### config.mk
export PLATFORM = sky130hd
export DESIGN_NAME = sb_debug_target
export DESIGN_NICKNAME = d
export VERILOG_FILES = /design/src/rtl/sb_debug_target.sv
export SDC_FILE = /design/constraint.sdc
export NUM_CORES = 1
export LEC_CHECK = 0
export ABC_AREA = 1
export CAP_MARGIN = 20
export CORE_ASPECT_RATIO = 1.4
export CORE_MARGIN = 4
export CORE_UTILIZATION = 60
export CTS_CLUSTER_DIAMETER = 80
export DETAILED_ROUTE_END_ITERATION = 10
export PLACE_DENSITY = 0.78
export SLEW_MARGIN = 5
export SYNTH_ARGS = -nofsm -noshare
export SYNTH_HDL_FRONTEND = slang
export SYNTH_SLANG_ARGS = --single-unit
### constraint.sdc
create_clock -name sb_clock_i -period 7.85 [get_ports sb_clock_i]
set_input_delay 1.1775 -clock sb_clock_i [delete_from_list [all_inputs] [get_ports sb_clock_i]]
set_output_delay 1.1775 -clock sb_clock_i [all_outputs]
set_load 0.05 [all_outputs]
### src/rtl/sb_debug_target.sv
// System-bus responder hosting a word-addressed scratchpad for exercising bus masters.
// Serves single/burst reads and writes; all outputs are registered and zero when idle.
//
// state   | meaning
// S_IDLE  | waiting for a request cycle that hits the region
// S_WRITE | accepting write beats into the scratchpad
// S_READ  | presenting read beats, holding while the master is busy
// S_END   | one-cycle end-of-read pulse
// S_ERROR | one-cycle error + end pulse for a bad request
module sb_debug_target #(
  parameter logic [31:0] BASE_ADDRESS = 32'h5000_0000,
  parameter int          DEPTH_LOG2   = 4
) (
  input  logic        sb_clock_i,
  input  logic        sb_reset_i,
  input  logic        sb_begin_transaction_i,
  input  logic [31:0] sb_address_data_i,
  input  logic [3:0]  sb_byte_enables_i,
  input  logic [7:0]  sb_burst_size_i,
  input  logic        sb_read_n_write_i,
  input  logic        sb_data_valid_i,
  input  logic        sb_end_transaction_i,
  input  logic        sb_busy_i,
  output logic [31:0] sb_address_data_o,
  output logic        sb_data_valid_o,
  output logic        sb_end_transaction_o,
  output logic        sb_error_o,
  output logic        sb_busy_o
);

  localparam int DEPTH = 1 << DEPTH_LOG2;
  localparam int TOP   = DEPTH_LOG2 + 2;
  localparam int SPANW = DEPTH_LOG2 + 9;

  typedef enum logic [2:0] {S_IDLE, S_WRITE, S_READ, S_END, S_ERROR} state_t;

  state_t                r_state, w_state_nxt;
  logic [DEPTH_LOG2-1:0] r_index, w_index_nxt;
  logic [7:0]            r_remaining, w_remaining_nxt;
  logic [3:0]            r_be, w_be_nxt;
  logic [31:0]           r_rdata;
  logic                  r_valid, r_end, r_error;
  logic                  w_valid_nxt, w_end_nxt, w_error_nxt;
  logic                  w_load_rdata, w_mem_we;
  logic                  w_hit, w_misaligned, w_overflow;
  logic [SPANW-1:0]      w_span;
  logic [31:0]           r_mem [DEPTH];

  assign w_hit        = sb_begin_transaction_i &&
                        (sb_address_data_i[31:TOP] == BASE_ADDRESS[31:TOP]);
  assign w_misaligned = (sb_address_data_i[1:0] != 2'b00);
  // Wide enough that start + burst + 1 never wraps before the compare.
  assign w_span       = SPANW'(sb_address_data_i[TOP-1:2]) + SPANW'(sb_burst_size_i) + SPANW'(1);
  assign w_overflow   = (w_span > SPANW'(DEPTH));

  always_comb begin
    w_state_nxt     = r_state;
    w_index_nxt     = r_index;
    w_remaining_nxt = r_remaining;
    w_be_nxt        = r_be;
    w_valid_nxt     = 1'b0;
    w_end_nxt       = 1'b0;
    w_error_nxt     = 1'b0;
    w_load_rdata    = 1'b0;
    w_mem_we        = 1'b0;
    case (r_state)
      S_IDLE: begin
        if (w_hit) begin
          if (w_misaligned || w_overflow) begin
            w_state_nxt = S_ERROR;
            w_end_nxt   = 1'b1;
            w_error_nxt = 1'b1;
          end else begin
            w_index_nxt     = sb_address_data_i[TOP-1:2];
            w_remaining_nxt = sb_burst_size_i;
            w_be_nxt        = sb_byte_enables_i;
            if (sb_read_n_write_i) begin
              w_state_nxt  = S_READ;
              w_valid_nxt  = 1'b1;
              w_load_rdata = 1'b1;
            end else begin
              w_state_nxt = S_WRITE;
            end
          end
        end
      end
      S_WRITE: begin
        if (sb_end_transaction_i) begin
          w_state_nxt = S_IDLE;
        end else if (sb_data_valid_i) begin
          w_mem_we = 1'b1;
          if (r_remaining == 8'd0) begin
            w_state_nxt = S_IDLE;
          end else begin
            w_index_nxt     = r_index + 1'b1;
            w_remaining_nxt = r_remaining - 8'd1;
          end
        end
      end
      S_READ: begin
        if (sb_end_transaction_i) begin
          w_state_nxt = S_IDLE;
        end else if (sb_busy_i) begin
          w_valid_nxt = 1'b1;
        end else if (r_remaining == 8'd0) begin
          w_state_nxt = S_END;
          w_end_nxt   = 1'b1;
        end else begin
          w_index_nxt     = r_index + 1'b1;
          w_remaining_nxt = r_remaining - 8'd1;
          w_valid_nxt     = 1'b1;
          w_load_rdata    = 1'b1;
        end
      end
      S_END:   w_state_nxt = S_IDLE;
      S_ERROR: w_state_nxt = S_IDLE;
      default: w_state_nxt = S_IDLE;
    endcase
  end

  always_ff @(posedge sb_clock_i or posedge sb_reset_i) begin
    if (sb_reset_i) begin
      r_state     <= S_IDLE;
      r_index     <= '0;
      r_remaining <= '0;
      r_be        <= '0;
      r_rdata     <= '0;
      r_valid     <= 1'b0;
      r_end       <= 1'b0;
      r_error     <= 1'b0;
    end else begin
      r_state     <= w_state_nxt;
      r_index     <= w_index_nxt;
      r_remaining <= w_remaining_nxt;
      r_be        <= w_be_nxt;
      r_valid     <= w_valid_nxt;
      r_end       <= w_end_nxt;
      r_error     <= w_error_nxt;
      if (w_load_rdata)
        r_rdata <= r_mem[w_index_nxt];
      else if (!w_valid_nxt)
        r_rdata <= '0;
    end
  end

  // Scratchpad has no reset so it keeps its contents across a bus reset.
  always_ff @(posedge sb_clock_i) begin
    if (w_mem_we) begin
      for (int b = 0; b < 4; b++) begin
        if (r_be[b])
          r_mem[r_index][8*b +: 8] <= sb_address_data_i[8*b +: 8];
      end
    end
  end

  assign sb_address_data_o    = r_rdata;
  assign sb_data_valid_o      = r_valid;
  assign sb_end_transaction_o = r_end;
  assign sb_error_o           = r_error;
  assign sb_busy_o            = 1'b0;

endmodule
==> key figures, run 1 <==
Cells and area
  – Leading cell type in the layout, fill and taps excluded: nand3_1
  – Nets: 2,193
  – Ant diodes: 0
  – Sequential Area: 16,700 um^2
  – Multi-input gate area: 6380 um^2
  – Commonest non-fill, non-tap cells in the layout: 728 x nand3_1, 512 x edfxtp_1, 416 x nand2_1
  – P&R area growth vs syn: 10.8%
  – Filler instances: 2,844
  – Share of cells above drive strength 1: 5.89%

Placement
  – Port bufs: 85
  – Detailed placement HPWL: 36,000 um
  – RePlAce Congestion: 0.880

Yosys
  – Yosys Warn Count: 0
  – Synth Instances: 2,116
  – Syn Area/Cell: 11.4 um^2
  – Yosys cell types: 39
  – Area of the mapped netlist: 24,100 um^2
  – Dominant cell type by area after synthesis: edfxtp_1
  – Synth area leaders: edfxtp_1 64%, nand3_1 15%, nand2_1 6.5%
  – Syn_nets: 2,177
  – Post-synth top flop: edfxtp_1
  – Sequential area share after synthesis: 69.3%
  – EDFF count, synth: 512
  – Post-synth top area share: 63.7%
  – Yosys reg bits: 566
  – Asr flop ratio synth: 9.54%

Clocking
  – CTS sink count: 566
  – Num CTS Buffers: 50
  – Post-CTS setup buffer count: 0
  – Clock transition at path regs: 70 ps
  – H-tree depth: 2
  – Resized Gates After CTS: 0
  – CTS root buffer: clkbuf_16
  – Post-CTS Hold Fix Bufs: 0
  – CTS tree: built
  – Clock buffer depth: 3
  – Worst-Skew Late Latency: 580 ps

Power
  – PwrDens: 423 nW/um^2
  – Leakage: 9.65 nW
  – Max IR drop VDD: 0.453 mV
  – Total power: 0.0113 W

GRT
  – Antenna violations before repair: 0
  – GRT Overall Usage: 28.3%
  – Largest net degree at the start of global routing: 109
  – Grt total ovfl: 0
  – First-pass GRT wire length: 94,600 um
  – Vias in the first global route: 16.6k

Critical path
  – Setup CP Type: input port to register
  – CP Data Arrival Time: 6150 ps
  – Worst-path fanout max: 99
  – Startpoint Class: input port
  – Worst EP required: 8360 ps
  – Worst Setup End Kind: register

Routing
  – Post-DRT Antenna Nets: 0
  – Final WL: 62,300 um
  – Vias: 17.1k
  – Drt first pass iters: 6
  – Via/cell ratio: 6.34
  – Violation count after the first detailed-route iteration: 2,100
  – Detailed-route DRC error count: 0
  – Routed len/inst: 23.0 um

Outcome
  – Status: finished clean

STA
  – Tightest Pin Transition: 1170 ps
  – Setup TNS: 0 ps
  – Final slew viol count: 0
  – Fmax: 0.177 GHz
  – Slew HR: 21.9%
  – # setup viols final: 0
  – RSZ-0062 raised after global routing: false
  – Tmin final: 5640 ps
  – Final Cycle Share: 71.8%
  – Worst Skew: 15.8 ps
  – Fin. Hold Viols: 0

Floorplan
  – Die H: 245 um
  – Starting Density: 60.9%
  – Die span in x: 177 um
  – Num rows: 86
  – Core area: 39,600 um^2
  – Die area: 43,500 um^2
  – IO Count: 87

Job
  – Max-cap viol count: 0

Worst hold path
  – Hold Path Class: register to register
synthesized netlist by cell type (4+ instances only):
cell type	instances
nand3_1	728
edfxtp_1	512
nand2_1	417
nor2_1	99
buf_2	65
inv_1	60
dfrtp_1	54
clkbuf_1	44
buf_6	23
o21ai_0	19
buf_4	11
ha_1	9
nand4_1	9
o211ai_1	7
a21oi_1	6
nand3b_1	6
inv_2	5
mux2_2	4
nor2_4	4
o21ai_1	4
area by class of cell:
class,instances,share of cell area [%]
well taps,528,2.47
repair buffers,107,4.00
multi-input cells,1340,23.9
inverters,67,0.941
flip-flops and latches,566,62.6
clock inverters,20,0.693
clock buffers,74,5.48
metrics by stage:
step / area [um^2] / utilization [%] / cells / hold WS, ps / setup slack, ps
2_1_floorplan: 24100 / - / 2116 / 480 / 4300
3_3_place_gp: 25000 / 63.2 / 2603 / 470 / 1800
3_5_place_dp: 25100 / 63.3 / 2605 / 494 / 1680
4_1_cts: 26700 / 67.4 / 2699 / 512 / 2210
5_1_grt: 26700 / 67.5 / 2702 / 524 / 1830
6_report: 26700 / 67.5 / 2702 / 516 / 2210
layer usage:
layer | up-vias | global-route usage [%] | wire, um
li1 | 7599 | - | -
met1 | 8371 | 36.3 | 22700
met2 | 953 | 47.3 | 31500
met3 | 213 | 4.06 | 4880
met4 | 0 | 14.5 | 3270
met5 | - | 0 | 0
sequential cells by signal (all words and copies together) (netlist names):
register	flops
r_mem	512
sb_address_data_o	32
r_remaining	8
r_be	4
r_index	4
r_state	3
sb_data_valid_o	1
sb_end_transaction_o	1
sb_error_o	1
worst paths after layout:
| check | slack, ps | to | cells past startpoint | start |
|---|---|---|---|---|
| setup / recovery | 2210 | sb_address_data_o[13]$_DFFE_PP0P_ | 24 | sb_address_data_i[2] |
| hold / removal | 520 | sb_address_data_o[23]$_DFFE_PP0P_ | 2 | sb_address_data_o[23]$_DFFE_PP0P_ |
| setup reg to reg | 3480 | sb_address_data_o[13]$_DFFE_PP0P_ | 20 | r_remaining[0]$_DFFE_PP0P_ |
| hold reg to reg | 520 | sb_address_data_o[23]$_DFFE_PP0P_ | 2 | sb_address_data_o[23]$_DFFE_PP0P_ |
| max in group asynchronous | 6040 | sb_address_data_o[18]$_DFFE_PP0P_ | 3 | sb_reset_i |
| min in group asynchronous | 1230 | r_be[0]$_DFFE_PP0P_ | 3 | sb_reset_i |
critical path: stages:
cell	delay [ps]
clkdlybuf4s50_1	800
inv_1	130
ha_1	230
inv_1	100
fa_1	440
inv_1	70
nand2_1	40
nor2_1	90
nand3_1	80
nand2_1	60
nand2_1	60
inv_2	90
nand3_4	110
nand2_2	90
nand3_2	120
nand2_8	430
nand2_8	490
inv_2	780
nand2_1	130
nand3_1	110
nand3_1	80
nand3_1	150
nand3_1	110
nand2_1	90
power by group:
group	total (W)	internal (W)	leakage, nW	switching (W)
Clock	0.00246	0.00139	0.807	0.00107
Combinational	0.00541	0.00150	3.52	0.00391
Sequential	0.00344	0.00336	5.32	0.0000799
kinds of logic after synthesis:
group,count (synthesis),synth area share [%]
xor+xnor,1,0.0363
other cells,1,0.0155
fa+ha+maj,10,0.550
mux,4,0.187
flops,566,69.3
simple gates,1279,24.3
compound gates,45,1.10
buf+inv,210,4.49
(Power assumes the default switching activity.)
==> run 2, diff against run 1 <==
--- a/config.mk
+++ b/config.mk
@@ -9,10 +9,10 @@
 export CAP_MARGIN = 20
 export CORE_ASPECT_RATIO = 1.4
 export CORE_MARGIN = 4
-export CORE_UTILIZATION = 60
+export CORE_UTILIZATION = 55
 export CTS_CLUSTER_DIAMETER = 80
 export DETAILED_ROUTE_END_ITERATION = 10
-export PLACE_DENSITY = 0.78
+export PLACE_DENSITY = 0.76
 export SLEW_MARGIN = 5
 export SYNTH_ARGS = -nofsm -noshare
 export SYNTH_HDL_FRONTEND = slang
==> constraint.sdc (replaced) <==
create_clock -name sb_clock_i -period 4.99 [get_ports sb_clock_i]
set_input_delay 0.7485 -clock sb_clock_i [delete_from_list [all_inputs] [get_ports sb_clock_i]]
set_output_delay 0.7485 -clock sb_clock_i [all_outputs]
set_load 0.05 [all_outputs]
==> run 2 against run 1 <==
Worst setup slack worse by 880 ps. Sequential power is 57% higher. Die area is 8.7% higher. Critical path type unchanged. Largest cell class unchanged. Largest power group unchanged.
==> key figures, run 2 (synthesized netlist as in run 1, its figures left out) <==
Critical path
  – Worst Setup End Kind: register
  – Most Frequent Cell on Critical Path: nand3_1
  – Worst-path fanout max: 48 (-52%)
  – Startpoint Class: input port
  – Critical-path cell list: clkdlybuf4s50_1 -> nor2_1 -> nand4_1 -> or2_2 -> nor2_2 -> buf_4 -> nand3_4 -> clkinv_1 -> nand2_1 -> nand3_1 -> nand2_1 -> nor2_4 -> buf_12 -> buf_4 -> nand3_1 -> nand3_1 -> nand3_1 -> nand3_1 -> nand2_1
  – Worst path max stage delay: 770 ps (-30 ps)
  – Slowest-stage cell, CP: clkdlybuf4s50_1
  – CP Data Arrival Time: 4110 ps (-2040 ps)
  – Worst EP required: 5440 ps (-2920 ps)
  – Setup CP Type: input port to register

Routing
  – Via/cell ratio: 6.22 (-1.9%)
  – Met2 WL: 32,600 um (+3.5%)
  – Post-Route M1 WL: 22,200 um (-2.1%)
  – Detailed-route DRC error count: 0 (unchanged)
  – Violation count after the first detailed-route iteration: 2,352 (+12%)
  – Vias: 17.2k (+0.34%)
  – Routed len/inst: 22.8 um (-1.1%)
  – Max Used Layer: met4
  – Post-DRT Antenna Nets: 0 (unchanged)
  – Drt first pass iters: 6 (unchanged)
  – Final WL: 63,000 um (+1.2%)
  – WL met3: 5200 um (+6.4%)

Clocking
  – Post-CTS Hold Fix Bufs: 0 (unchanged)
  – Worst-Skew Late Latency: 570 ps (about the same)
  – Num CTS Buffers: 49 (-2.0%)
  – CTS tree: built
  – CTS sink count: 566 (unchanged)
  – H-tree depth: 2 (unchanged)
  – Clock buffer depth: 3 (unchanged)
  – Post-CTS setup buffer count: 0 (unchanged)
  – Resized Gates After CTS: 0 (unchanged)
  – Clock transition at path regs: 70 ps (about the same)
  – CTS root buffer: clkbuf_16

Cells and area
  – Commonest non-fill, non-tap cells in the layout: 728 x nand3_1, 512 x edfxtp_1, 416 x nand2_1
  – Final Util: 63.1% (-4.4 points)
  – Largest register FFs: 512 (unchanged)
  – Most flops, register: r_mem
  – Leading cell type in the layout, fill and taps excluded: nand3_1
  – Nets: 2,236 (+2.0%)
  – Share of cells above drive strength 1: 7.55% (+1.7 points)
  – Non-filler cells, final: 2,765 (+2.3%)
  – Post-Layout Inst Area: 27,300 um^2 (+2.0%)
  – P&R area growth vs syn: 13.0%

Floorplan
  – Num rows: 90 (+4.7%)
  – IO Count: 87 (unchanged)
  – Die area: 47,300 um^2 (+8.7%)
  – Die span in x: 185 um (+4.2%)
  – Starting Density: 55.8% (-5.1 points)
  – Core area: 43,200 um^2 (+9.2%)
  – Die H: 256 um (+4.3%)

STA
  – Final slew viol count: 0 (unchanged)
  – RSZ-0062 raised after global routing: false
  – Tightest Pin Transition: 1080 ps (-83.1 ps)
  – Fmax: 0.273 GHz
  – Setup TNS: 0 ps (unchanged)
  – Final Cycle Share: 73.4%
  – Fin. Hold Viols: 0 (unchanged)
  – Slew HR: 27.5% (+5.6 points)
  – # setup viols final: 0 (unchanged)
  – Worst Skew: 16.2 ps (+0.395 ps)
  – Tmin final: 3660 ps
  – Min Hold Slack: 477 ps (-38.5 ps)

Power
  – PwrDens: 677 nW/um^2 (+60%)
  – Leakage: 9.91 nW (+2.7%)
  – Max IR drop VDD: 0.629 mV (+39%)

Placement
  – Placed cell areas: 25,600 um^2 (+2.4%)
  – Port bufs: 85 (unchanged)
  – Inst Count DP: 2,675 (+2.7%)
  – Detailed placement HPWL: 38,700 um (+7.5%)
  – RePlAce Congestion: 0.908 (+3.2%)

GRT
  – Largest net degree at the start of global routing: 133 (+22%)
  – Grt total ovfl: 0 (unchanged)
  – Vias in the first global route: 17.1k (+3.3%)
  – GRT Overall Usage: 26.1% (-2.2 points)
  – First-pass GRT wire length: 96,800 um (+2.3%)
  – Antenna violations before repair: 2 (+2)

Worst hold path
  – Hold Path Class: register to register

Job
  – Max-cap viol count: 0 (unchanged)

Outcome
  – Status: finished clean
run 2: where the power goes:
group | switching, W | leakage (nW) | internal [W]
Sequential | 0.000117 | 5.32 | 0.00528
Clock | 0.00163 | 0.781 | 0.00222
Combinational | 0.00633 | 3.81 | 0.00289
run 2: worst paths after layout:
| path | cells past startpoint | from | end | slack [ps] |
|---|---|---|---|---|
| setup / recovery | 19 | sb_address_data_i[10] | sb_address_data_o[22]$_DFFE_PP0P_ | 1330 |
| hold / removal | 2 | sb_address_data_o[20]$_DFFE_PP0P_ | sb_address_data_o[20]$_DFFE_PP0P_ | 480 |
| setup reg to reg | 20 | r_remaining[0]$_DFFE_PP0P_ | sb_address_data_o[11]$_DFFE_PP0P_ | 1790 |
| hold reg to reg | 2 | sb_address_data_o[20]$_DFFE_PP0P_ | sb_address_data_o[20]$_DFFE_PP0P_ | 480 |
| max in group asynchronous | 3 | sb_reset_i | sb_address_data_o[8]$_DFFE_PP0P_ | 3840 |
| min in group asynchronous | 2 | sb_reset_i | sb_address_data_o[6]$_DFFE_PP0P_ | 500 |
run 2: cell type report:
class                           count  area [um^2]
Inverter                           67          251
Timing Repair Buffer              151         1610
Antenna cell                        2         5.00
Sequential cell                   566        16700
Fill cell                        3260        16000
Tap cell                          552          691
Clock buffer                       60         1310
Multi-Input combinational cell   1340         6380
Clock inverter                     27          304
run 2: worst max-delay path: cells and delay by family:
family,cells,cell delay (ps)
buffers and inverters,5,1530
and+or+nand+nor,14,1790
run 2: per-stage QoR:
step / setup slack, ps / total power (W)
2_1_floorplan: 1870 / 0.0120
3_3_place_gp: 845 / 0.0143
3_5_place_dp: 757 / 0.0145
4_1_cts: 1330 / 0.0184
5_1_grt: 1040 / 0.0195
6_report: 1330 / 0.0185
run 2: metal layers:
layer	vias to the layer above	track usage (%)
met5	-	0
met2	1034	45.2
met3	213	3.60
met1	8264	32.5
met4	0	12.0
li1	7683	-
